`src/rtl/vga_fb_arbiter.sv`:
```
// Single-port framebuffer RAM owner for the VGA core: prescaled display fetches
// take every active slot, a writer and a reader share the rest round-robin.
module vga_fb_arbiter #(
   parameter int FB_W       = 160,
   parameter int FB_H       = 120,
   parameter int ADDR_W     = 15,
   parameter int PRESC_LOG2 = 2,
   parameter int H_START    = 17,
   parameter int V_START    = 11,
   parameter int DISP_LEAD  = 2
) (
   input  logic              clk_25_175,
   input  logic              reset,
   input  logic [9:0]        hpos,
   input  logic [9:0]        vpos,
   output logic [11:0]       pixstream,
   input  logic              wr_req,
   input  logic [ADDR_W-1:0] wr_addr,
   input  logic [11:0]       wr_data,
   output logic              wr_gnt,
   input  logic              rd_req,
   input  logic [ADDR_W-1:0] rd_addr,
   output logic              rd_gnt,
   output logic              rd_valid,
   output logic [11:0]       rd_data,
   output logic [ADDR_W-1:0] mem_addr,
   output logic              mem_we,
   output logic [11:0]       mem_wdata,
   input  logic [11:0]       mem_rdata
);
   typedef enum logic [1:0] {SLOT_IDLE, SLOT_DISP, SLOT_WR, SLOT_RD} slot_t;

   localparam logic [10:0] FX_LO = 11'(H_START);
   localparam logic [10:0] FX_HI = 11'(H_START + (FB_W << PRESC_LOG2));
   localparam logic [9:0]  VY_LO = 10'(V_START);
   localparam logic [9:0]  VY_HI = 10'(V_START + (FB_H << PRESC_LOG2));

   logic [10:0]       fx;
   logic [10:0]       hrel;
   logic [9:0]        vrel;
   logic              win_open;
   logic [ADDR_W-1:0] disp_addr;
   logic              wr_elig;
   logic              rd_elig;
   logic              tie;
   slot_t             owner;
   slot_t             slot_reg;
   logic              ptr_rd_reg;

   // 11-bit fetch column so hpos near 799 runs off the line instead of wrapping
   assign fx       = {1'b0, hpos} + 11'(DISP_LEAD);
   assign win_open = (fx >= FX_LO) && (fx < FX_HI) && (vpos >= VY_LO) && (vpos < VY_HI);
   assign hrel     = fx - FX_LO;
   assign vrel     = vpos - VY_LO;
   assign disp_addr = ADDR_W'(32'(vrel >> PRESC_LOG2) * 32'(FB_W) + 32'(hrel >> PRESC_LOG2));

   // A requester only sees its grant one cycle after the decision, so a request
   // still high while its grant is showing is the one already served.
   assign wr_elig = wr_req && !wr_gnt;
   assign rd_elig = rd_req && !rd_gnt;
   assign tie     = !win_open && wr_elig && rd_elig;

   always_comb begin
      owner = SLOT_IDLE;
      if (win_open)
         owner = SLOT_DISP;
      else if (tie)
         owner = ptr_rd_reg ? SLOT_RD : SLOT_WR;
      else if (wr_elig)
         owner = SLOT_WR;
      else if (rd_elig)
         owner = SLOT_RD;
   end

   always_ff @(posedge clk_25_175 or posedge reset) begin
      if (reset) begin
         pixstream  <= 12'h000;
         wr_gnt     <= 1'b0;
         rd_gnt     <= 1'b0;
         rd_valid   <= 1'b0;
         rd_data    <= 12'h000;
         mem_addr   <= '0;
         mem_we     <= 1'b0;
         mem_wdata  <= 12'h000;
         slot_reg   <= SLOT_IDLE;
         ptr_rd_reg <= 1'b0;
      end else begin
         wr_gnt   <= (owner == SLOT_WR);
         rd_gnt   <= (owner == SLOT_RD);
         mem_we   <= (owner == SLOT_WR);
         slot_reg <= owner;
         case (owner)
            SLOT_DISP: mem_addr <= disp_addr;
            SLOT_WR: begin
               mem_addr  <= wr_addr;
               mem_wdata <= wr_data;
            end
            SLOT_RD:   mem_addr <= rd_addr;
            default:   ;
         endcase
         if (tie)
            ptr_rd_reg <= ~ptr_rd_reg;
         // slot_reg tags the command whose RAM data is on mem_rdata this cycle
         pixstream <= (slot_reg == SLOT_DISP) ? mem_rdata : 12'h000;
         rd_valid  <= (slot_reg == SLOT_RD);
         if (slot_reg == SLOT_RD)
            rd_data <= mem_rdata;
      end
   end
endmodule
```
`config.mk`:
```
export PLATFORM = sky130hd
export DESIGN_NAME = vga_fb_arbiter
export DESIGN_NICKNAME = d
export VERILOG_FILES = /design/src/rtl/vga_fb_arbiter.sv
export SDC_FILE = /design/constraint.sdc
export NUM_CORES = 1
export LEC_CHECK = 0
export ABC_AREA = 1
export BUFFER_PORTS_ARGS = -buffer_cell sky130_fd_sc_hd__buf_2
export CORE_ASPECT_RATIO = 0.6
export CORE_MARGIN = 8
export CORE_UTILIZATION = 45
export DETAILED_ROUTE_END_ITERATION = 10
export GPL_TIMING_DRIVEN = 1
export PLACE_DENSITY_LB_ADDON = 0.12
export SLEW_MARGIN = 20
export SYNTH_ARGS = -nofsm -noshare
export SYNTH_HDL_FRONTEND = slang
export SYNTH_SLANG_ARGS = --single-unit
export TNS_END_PERCENT = 50
```
`constraint.sdc`:
```
create_clock -name clk_25_175 -period 1.5 [get_ports clk_25_175]
set_input_delay 0.225 -clock clk_25_175 [delete_from_list [all_inputs] [get_ports clk_25_175]]
set_output_delay 0.225 -clock clk_25_175 [all_outputs]
set_load 0.02 [all_outputs]
```
# [After elaboration in Yosys (flattened, before gate mapping)]
# Index checks and enable logic that the tools add are counted.
[word_totals] ff_bits=57 latchBits=0 ramBits=0 romBits=0 n_memories=0
[op_classes] add_sub_neg=4 multipliers=1 div_mod_pow=0 order_cmp=4 n_eq_ne=5 shift=0 mux=7 n_bitwise=1 n_reduce_logical=11
[ops] op="case mux 15 bit (3 select lines)" n=1
[ops] op="adder 15 x 9 -> 15 bit" n=1
[ops] op="2-to-1 mux 12 bit" n=1
[ops] op="adder 10 x 2 -> 11 bit, second input constant" n=1
[ops] op="greater-or-equal comparator 11 x 5 -> 1 bit, second input constant" n=1
[ops] op="< comparator 11 x 10 -> 1 bit, second input constant" n=1
[ops] op="subtractor 11 x 5 -> 11 bit, second input constant" n=1
[ops] op="greater-or-equal comparator 10 x 4 -> 1 bit, second input constant" n=1
[ops] op="< comparator 10 x 9 -> 1 bit, second input constant" n=1
[ops] op="multiplier 8 x 3 -> 10 bit, second input constant" n=1
[ops] op="subtractor 10 x 4 -> 10 bit, second input constant" n=1
[ops] op="2-to-1 mux 2 bit" n=4
[ops] op="logical AND 1 bit" n=7
[ops] op="== test 2 bit, second input constant" n=3
[ops] op="== test 2 x 1 -> 1 bit, second input constant" n=2
[ops] op="zero test 1 bit" n=3
[ops] op="nonzero test 3 bit" n=1
[ops] op="2-to-1 mux 1 bit" n=1
[ops] op="NOT 1 bit" n=1

# [Depth between registers and ports, before layout]
# Gate-level depths: netlist (run 1).
[logic_depth] ltp_word=12 depth_mapped=24

# [Worst setup path after synthesis (run 1)]
# Ideal clock, no wire load.
[synth_timing] path_kind="in2reg" start="in hpos[1]" end="reg mem_addr[13]" setup_time_ns=0.065 t_arrival_ns=2.760 required_ns=1.435 slack_ns=-1.325 stages=20 path_buffers=0 cell_sequence="ha_1 > nand2_2 > nor2_2 > nand2_1 > nand2_1 > inv_2 > nand3_2 > or2_2 > nand2_1 > ha_1 > inv_1 > fa_1 > o21ai_0 > nand3_1 > nor3_1 > xor2_1 > nand2_1 > nand3_1 > nand2_1 > nand2_1"
[synth_between] elab_chain_cells=12
[synth_lines] item="from (decl)" line="14" text="input logic [9:0] hpos,"
[synth_lines] item="adder 10 x 2 -> 11 bit (*)" line="51" text="assign fx = {1'b0, hpos} + 11'(DISP_LEAD);"
[synth_lines] item="branches (longest 11 deep; another with adder 15 x 9 -> 15 bit)"
[synth_lines] item="to (signal assigned)" line="93" text="SLOT_DISP: mem_addr <= disp_addr;"
[synth_lines] item="to (signal assigned)" line="95" text="mem_addr <= wr_addr;"
[synth_lines] item="to (signal assigned)" line="98" text="SLOT_RD: mem_addr <= rd_addr;"
[synth_lines] item="to (decl)" line="26" text="output logic [ADDR_W-1:0] mem_addr,"
# Every way passes the cells marked *.
# A chain may end at the register's enable or synchronous reset.

# [Worst setup path in the final report (run 1)]
[layout_timing] start="in hpos[2]" end="reg mem_addr[14]"
# Same word-level chain as after synthesis.

==> metrics, run 1 <==
crit-path cells buf_8 -> ha_4 -> inv_2 -> nand2_2 -> nand2_2 -> nand3b_1 -> nand2_1 -> nand2_2 -> nor3_4 -> xor2_2 -> inv_2 -> ha_4 -> nand2_2 -> inv_2 -> nand4_1 -> nand3_2 -> nand2_4 -> nor3_4 -> nand3_1 -> nand2_1 -> nand2_1 -> nand3_1 -> nand2_1 -> nand2_1; Post-Route WL 13.6 mm; Critical Path AT 2.81 ns; cell total after placement 801; die extent in y 86.0 microns; Slowest-stage cell, CP ha_4; CP max stage delay 0.28 ns; power density cells 1290 nW/um^2; Peak Freq 392 MHz; Syn Inst Count 501; Worst Skew 0.00312 ns; number of port buffers 132; # rows 25; R2R cell count 8; most frequent cell on the critical path nand2_1; Metal-1 WL 5.66 mm; outcome complete, but fails checks; Post-synth top cells nand2_1, dfrtp_1, nand3_1; synth top area cells dfrtp_1, nand2_1, nand3_1; vias in the first global route 4438; Hold Path End mem_wdata[1]; setup TNS -16.04 ns; Buf+Inv Stages, Crit Path 4; Synth top area share 38.8%; gr ovfl total 0; violated checks setup timing; DR WL met2 6.48 mm; met3 WL 1.11 mm; Worst setup EP type register; critical path depth in cells 24; layout cells sized above 1 46.8%; Max FO, Critical Path 4; Inserted Clock Buffers 9; vias 4340; CTS root buffer clkbuf_16; final routed DRC violation total 0; Synth warnings 0; fillcell total 540; ant diodes 0; reg-to-reg endpoint mem_addr[7]; top_reg_cell synth dfrtp_1; post-synthesis sequential area ratio 38.8%; Register Area 1430 sq um; Worst Max-Slew Pin Slew 0.485 ns; final net count 835; R2R setup slack -0.19 ns; antenna violations before repair 0; I/O pin count 133; initial DRC count 259; syn nets 599; Syn Std Cell Area 3680 sq um; Req. time, crit path 1.76 ns; headroom to the max-slew limit 67.6%; post-layout instance count excluding filler cells 850; CP top delay family simple AND/OR/NAND/NOR gates; RSZ-0062 raised after global routing true; area leader, netlist dfrtp_1; CTS Sinks 57; Peak VDD IR 0.00144 V; DPL Wire Length 9.28 mm; Pleak 3.43 nW; drt wl/cell 16.0 microns; Async SR Flop Fraction 100%; Tot Pwr 0.00799 W; core area 7910 sq um; WS Path Type primary input to register; R2R Path Start mem_we; Final ANT Viol Nets 0; Post-synth EDFFs 0; Final GP Congestion 0.886; effective utilization at floorplan 46.5%; Via-to-Cell Ratio 5.11; final setup fails 32; hold_sp wr_data[1]; largest net degree at the start of global routing 40; Worst-path clk slew 0.05 ns; share of the clock period used by the worst path 170%; Die X 133 microns; worst hold path class primary input to register; setup slack after layout -1.05 ns; Top Layer Used met4; clock buffer depth 2; GRT Overall Usage 23.1%; max-slew violations 0; first-pass GRT wire length 21.3 mm; Seq cells post-synth 57; Max-Cap Viols 0; Largest register FFs 15; final worst path period need 2.55 ns; Mean Syn Cell Area 7.34 sq um; post-synth cell types 31; most frequent cell after synthesis nand2_1; CP Launch Type primary input; Biggest register mem_addr; Clk Latency, worst-skew pair 0.32 ns; CTS tree built; cell depth of the worst hold path 3; area growth from synthesis to final layout 69.1%; final hold vios 0; area of the multi-input gates 2450 sq um; total die area 11400 sq um; DR pass1 iterations 5; number of H-tree levels 3
## cell usage in the layout (no fill, tap or decap), types with 9 or more instances in the layout
cell type	n
buf_2	128
buf_4	81
buf_6	21
clkbuf_16	11
dfrtp_1	57
ha_4	12
inv_1	41
nand2_1	162
nand2_2	17
nand2_4	9
nand3_1	45
nand3_2	11
nand4_1	19
nor2_1	25
o21ai_0	13
xor2_1	12
## layout make-up
type                            instances  area share [%]
Sequential cell                        57            23.0
Multi-Input combinational cell        376            39.4
Inverter                               53            3.46
Clock buffer                           14            4.41
Timing Repair Buffer                  240            27.0
Tap cell                              108            2.17
Clock inverter                          2           0.564
## how the worst max path moves through the flow
stage / to / startpoint / slack [ns]
5_1_grt: mem_addr[13] / hpos[1] / -1.20
4_1_cts: mem_addr[11] / hpos[2] / -0.91
6_report: mem_addr[14] / hpos[2] / -1.05
2_1_floorplan: mem_addr[14] / hpos[1] / -1.06
3_5_place_dp: mem_addr[14] / hpos[1] / -1.52
3_3_place_gp: mem_addr[14] / hpos[1] / -1.32
## power by group
part | switching, W | total (W) | internal [W]
registers | 0.000254 | 0.00225 | 0.00199
clock network | 0.000660 | 0.00208 | 0.00142
logic | 0.00218 | 0.00367 | 0.00149
## metrics by stage
stage	cell area [sq um]	hold slack, ns	worst slack [ns]	utilization (%)
2_1_floorplan	3960	0.312	-1.06	-
3_3_place_gp	5240	0.250	-1.32	66.2
3_5_place_dp	5240	0.254	-1.52	66.2
4_1_cts	6080	0.0906	-0.911	76.8
5_1_grt	6210	0.0927	-1.20	78.5
6_report	6210	0.0985	-1.05	78.5
## worst reg2reg max path: stages, from the launching register on
cell and delay (ns):
dfrtp_1 0.39, nor2_1 0.16, inv_1 0.11, nand2_1 0.39
buf_4 0.23, nand4_1 0.13, nand3_1 0.12, nand2_1 0.05
nand2_1 0.07
## routing by layer
| layer | vias up | global-route usage [%] |
|---|---|---|
| met3 | 38 | 7.58 |
| met2 | 199 | 38.3 |
| met5 | - | 0 |
| li1 | 2077 | - |
| met4 | 0 | 9.02 |
| met1 | 2026 | 27.3 |
## cell families after synthesis
kind of cell	share of synthesized area (%)
AND/OR/NAND/NOR	37.8
buffers and inverters	7.93
flip-flops	38.8
AO/OA/AOI/OAI	3.91
adder cells (fa/ha/maj)	7.22
XOR/XNOR	4.29
## timing repair
action,in CTS,in global routing
hold buffers,1,0
setup endpoints to repair,32,32
buffers inserted,59,7
pin swaps,59,26
hold endpoints to repair,18,0
resized for setup,64,27
cloned,0,2
No activity file was read; power rests on OpenSTA's default activity.
==> inputs of run 2 (changes only) <==
--- a/config.mk
+++ b/config.mk
@@ -8,10 +8,8 @@
 export ABC_AREA = 1
 export BUFFER_PORTS_ARGS = -buffer_cell sky130_fd_sc_hd__buf_2
 export CORE_ASPECT_RATIO = 0.6
-export CORE_MARGIN = 8
-export CORE_UTILIZATION = 45
+export CORE_UTILIZATION = 48
 export DETAILED_ROUTE_END_ITERATION = 10
-export GPL_TIMING_DRIVEN = 1
 export PLACE_DENSITY_LB_ADDON = 0.12
 export SLEW_MARGIN = 20
 export SYNTH_ARGS = -nofsm -noshare
==> constraint.sdc (replaced) <==
create_clock -name clk_25_175 -period 3.2 [get_ports clk_25_175]
set_input_delay 0.48 -clock clk_25_175 [delete_from_list [all_inputs] [get_ports clk_25_175]]
set_output_delay 0.48 -clock clk_25_175 [all_outputs]
set_load 0.02 [all_outputs]
==> metrics, run 2 (synthesis results as in run 1) <==
Largest register FFs 15; CP Launch Type primary input; drt wl/cell 12.2 microns; GRT Overall Usage 25.9%; Max FO, Critical Path 3; number of port buffers 132; share of the clock period used by the worst path 93.2%; worst hold path class primary input to asynchronous set/reset pin; area of the multi-input gates 2010 sq um; Critical Path AT 3.18 ns; initial DRC count 303; die extent in y 69.8 microns; vias 3809; Pleak 3.01 nW; final net count 779; CTS root buffer clkbuf_16; vias in the first global route 3520; final routed DRC violation total 0; DPL Wire Length 7.53 mm; # rows 24; largest net degree at the start of global routing 33; Peak VDD IR 0.000477 V; Final GP Congestion 0.831; Worst setup EP type register; Worst Max-Slew Pin Slew 0.677 ns; Register Area 1430 sq um; hold_ws 0.252 ns; max-slew violations 0; CTS tree built; DR pass1 iterations 4; final setup fails 0; Via-to-Cell Ratio 4.83; most frequent cells in the layout nand2_1, buf_2, dfrtp_1; outcome finished clean; Peak Freq 335 MHz; I/O pin count 133; core area 7330 sq um; first-pass GRT wire length 16.4 mm; layout cells sized above 1 34.3%; fillcell total 647; power density cells 666 nW/um^2; Final ANT Viol Nets 0; WS Path Type primary input to register; headroom to the max-slew limit 54.7%; Clk Latency, worst-skew pair 0.32 ns; Worst Skew 0.00831 ns; Biggest register mem_addr; Post-Route WL 9.65 mm; Req. time, crit path 3.40 ns; area growth from synthesis to final layout 39.7%; Die X 115 microns; Tot Pwr 0.00342 W; ant diodes 0; final core occ 70.1%; CTS Sinks 57; effective utilization at floorplan 50.2%; number of H-tree levels 3; clock buffer depth 2; Max-Cap Viols 0; antenna violations before repair 0; Worst-path clk slew 0.05 ns; Inserted Clock Buffers 9; # hold bufs at CTS 0; gr ovfl total 0; total die area 8020 sq um; final hold vios 0; final worst path period need 2.98 ns; leading cell type in the layout, fill and taps excluded nand2_1
[run 2: cell type report]
class	instances	area share [%]
multi-input combinational	376	39.1
sequential	57	27.8
timing repair buffer	184	20.5
clock buffer	10	4.65
inverter	53	3.87
tap	104	2.53
clock inverter	5	1.56
[run 2: final timing paths]
check                             start            to  slack (ns)  cells past startpoint
max                             vpos[1]  mem_addr[12]        0.22                     20
min                               reset        mem_we        0.25                      2
max reg2reg                      mem_we   mem_addr[9]        1.34                      9
min reg2reg                mem_wdata[6]  mem_wdata[6]        0.47                      2
max in group asynchronous         reset  pixstream[7]        2.16                      3
min in group clk_25_175      wr_data[8]  mem_wdata[8]        0.35                      3
[run 2: worst max-delay path: stages]
cell     delay, ns
buf_2         0.10
nand2_1       0.07
nand2_1       0.08
or2_2         0.27
nand2_1       0.10
inv_1         0.07
ha_1          0.27
ha_1          0.23
fa_1          0.44
nand3_1       0.10
nand2_1       0.06
or2_2         0.28
nand2_2       0.11
inv_1         0.06
nor2_1        0.10
nor2_1        0.06
nand2_1       0.07
nand3_1       0.08
nand2_1       0.08
nand2_1       0.06
[run 2: what timing repair did]
| item | in CTS | in global routing |
|---|---|---|
| gates resized for setup | 0 | 14 |
| setup buffers | 0 | 2 |
| setup endpoints to repair | 0 | 6 |
[run 2: per-layer routing]
layer | up-vias | routed length (microns) | global-route usage [%]
met4 | 0 | 124 | 7.36
met2 | 112 | 4170 | 38.4
met3 | 15 | 575 | 4.28
li1 | 1969 | - | -
met5 | - | 0 | 0
met1 | 1713 | 4780 | 38.8
[run 2: where the power goes]
part / total [W] / switching, W / internal, W
clock: 0.00100 / 0.000309 / 0.000695
sequential: 0.00105 / 0.000114 / 0.000935
combinational: 0.00137 / 0.000855 / 0.000514
total: 0.00342 / 0.00128 / 0.00214
[run 2: metrics by stage]
stage               setup WS, ns  area, sq um  std cells  TNS [ns]
floorplan                  0.120         3680        501         0
global placement          -0.151         4750        772    -0.365
detailed placement        -0.302         4750        772    -0.869
CTS                       0.0172         5070        787         0
global route             -0.0118         5140        789   -0.0118
finish                     0.216         5140        789         0
==> inputs of run 3 (changes only) <==
--- a/config.mk
+++ b/config.mk
@@ -7,7 +7,7 @@
 export LEC_CHECK = 0
 export ABC_AREA = 1
 export BUFFER_PORTS_ARGS = -buffer_cell sky130_fd_sc_hd__buf_2
-export CORE_ASPECT_RATIO = 0.6
+export CORE_ASPECT_RATIO = 0.5
 export CORE_UTILIZATION = 48
 export DETAILED_ROUTE_END_ITERATION = 10
 export PLACE_DENSITY_LB_ADDON = 0.12
==> metrics, run 3 (synthesis results as in run 1) <==
number of H-tree levels 3; Req. time, crit path 3.46 ns; Peak Freq 343 MHz; worst hold path class primary input to asynchronous set/reset pin; outcome finished clean; Worst-path clk slew 0.05 ns; switching share of power 38.0%; core area 7380 sq um; DR pass1 iterations 4; critical path depth in cells 21; Max FO, Critical Path 5; initial DRC count 160; max-slew violations 0; Clk pwr share 27.6%; gr ovfl total 0; most frequent cell on the critical path nand2_1; Combinational Power Share 40.4%; Peak VDD IR 0.000293 V; final setup fails 0; area growth from synthesis to final layout 35.7%; Inserted Clock Buffers 9; Worst setup EP type register; GRT Overall Usage 22.6%; I/O pin count 133; clock buffer depth 2; Largest register FFs 15; Buf+Inv Stages, Crit Path 3; # rows 22; final routed DRC violation total 0; Pleak 2.94 nW; final hold vios 0; Final GP Congestion 0.837; number of port buffers 132; total die area 8030 sq um; Critical Path AT 3.17 ns; largest net degree at the start of global routing 34; Tot Pwr 0.00326 W; R2R cell count 9; layout cells sized above 1 32.1%; CP Launch Type primary input; CP top delay family simple AND/OR/NAND/NOR gates; most frequent cells in the layout nand2_1, buf_2, dfrtp_1; CTS root buffer clkbuf_16; share of the clock period used by the worst path 91.1%; switching power total 0.00124 W; Post-Route WL 8.83 mm; antenna violations before repair 0; DPL Wire Length 6.74 mm; Clk Latency, worst-skew pair 0.32 ns; Internal 0.00202 W; vias 3754; Max-Cap Viols 0; CTS tree built; CP max stage delay 0.38 ns; WS Path Type primary input to register; vias in the first global route 3335; final worst path period need 2.92 ns; post-layout instance count excluding filler cells 772; Worst Skew 0.00471 ns; leading cell type in the layout, fill and taps excluded nand2_1; final net count 770; Worst Max-Slew Pin Slew 0.714 ns; cell total after placement 756; R2R setup slack 1.32 ns; first-pass GRT wire length 14.7 mm; Via-to-Cell Ratio 4.86; crit-path cells buf_2 -> ha_1 -> nand2_2 -> nor2_2 -> nand2_1 -> nand2_1 -> inv_2 -> nand3_2 -> or2_2 -> nand2_1 -> ha_1 -> inv_1 -> fa_1 -> o21ai_1 -> nand3_1 -> nor3_1 -> xor2_1 -> nand2_1 -> nand3_1 -> nand2_1 -> nand2_1; Slowest-stage cell, CP fa_1; headroom to the max-slew limit 52.3%; Biggest register mem_addr; drt wl/cell 11.4 microns; die extent in y 63.9 microns; final core occ 67.6%; Final ANT Viol Nets 0; setup TNS 0 ns; sequential group share of total power 32.0%; effective utilization at floorplan 49.8%; RSZ-0062 raised after global routing true; CTS Sinks 57; power density cells 653 nW/um^2; Die X 126 microns; ant diodes 0
[run 3: cell count changes in the layout (fill, tap and decap cells not counted), sizes merged]
cell    delta
buf        -9
bufinv     -1
clkbuf     -1
clkinv     +2
[run 3: final timing paths]
check / startpoint / end
max in group asynchronous: reset / rd_valid
hold / removal: reset / rd_data[2]
setup reg to reg: rd_gnt / mem_addr[5]
hold reg to reg: mem_wdata[6] / mem_wdata[6]
setup / recovery: hpos[1] / mem_addr[13]
min in group clk_25_175: wr_data[3] / mem_wdata[3]
[run 3: area by class of cell]
type	instances	area (sq um)
Clock buffer	9	225
Clock inverter	6	60.1
Fill cell	685	2390
Inverter	53	199
Multi-Input combinational cell	376	1970
Sequential cell	57	1430
Tap cell	96	120
Timing Repair Buffer	175	983
[run 3: what timing repair did]
item | CTS | global route
hold buffers | 0 | 0
endpoints found under the setup margin | 0 | 4
gates resized for setup | 0 | 5
setup buffers | 0 | 1
[run 3: through the flow]
stage	hold WS (ns)	setup slack [ns]	area [sq um]
final	0.270	0.284	4990
after global routing	0.329	-0.0128	4990
after CTS	0.284	0.203	4960
after detailed placement	0.460	-0.129	4680
after global placement	0.458	-0.0638	4680
after floorplan	0.469	0.120	3680
[run 3: routing by layer]
metal  routed length, microns  up-vias  track usage (%)
li1                         -     1946                -
met1                     4160     1699             29.5
met2                     4180      101             38.6
met3                      413        8             5.36
met4                       74        0             4.97
met5                        0        -                0
[run 3: power groups by stage]
stage | logic, W | clock network [W] | registers [W]
2_1_floorplan | 0.000585 | 0 | 0.00130
3_3_place_gp | 0.00130 | 0 | 0.00104
3_5_place_dp | 0.00131 | 0 | 0.00105
4_1_cts | 0.00132 | 0.000916 | 0.00104
5_1_grt | 0.00146 | 0.000956 | 0.00107
6_report | 0.00132 | 0.000897 | 0.00104
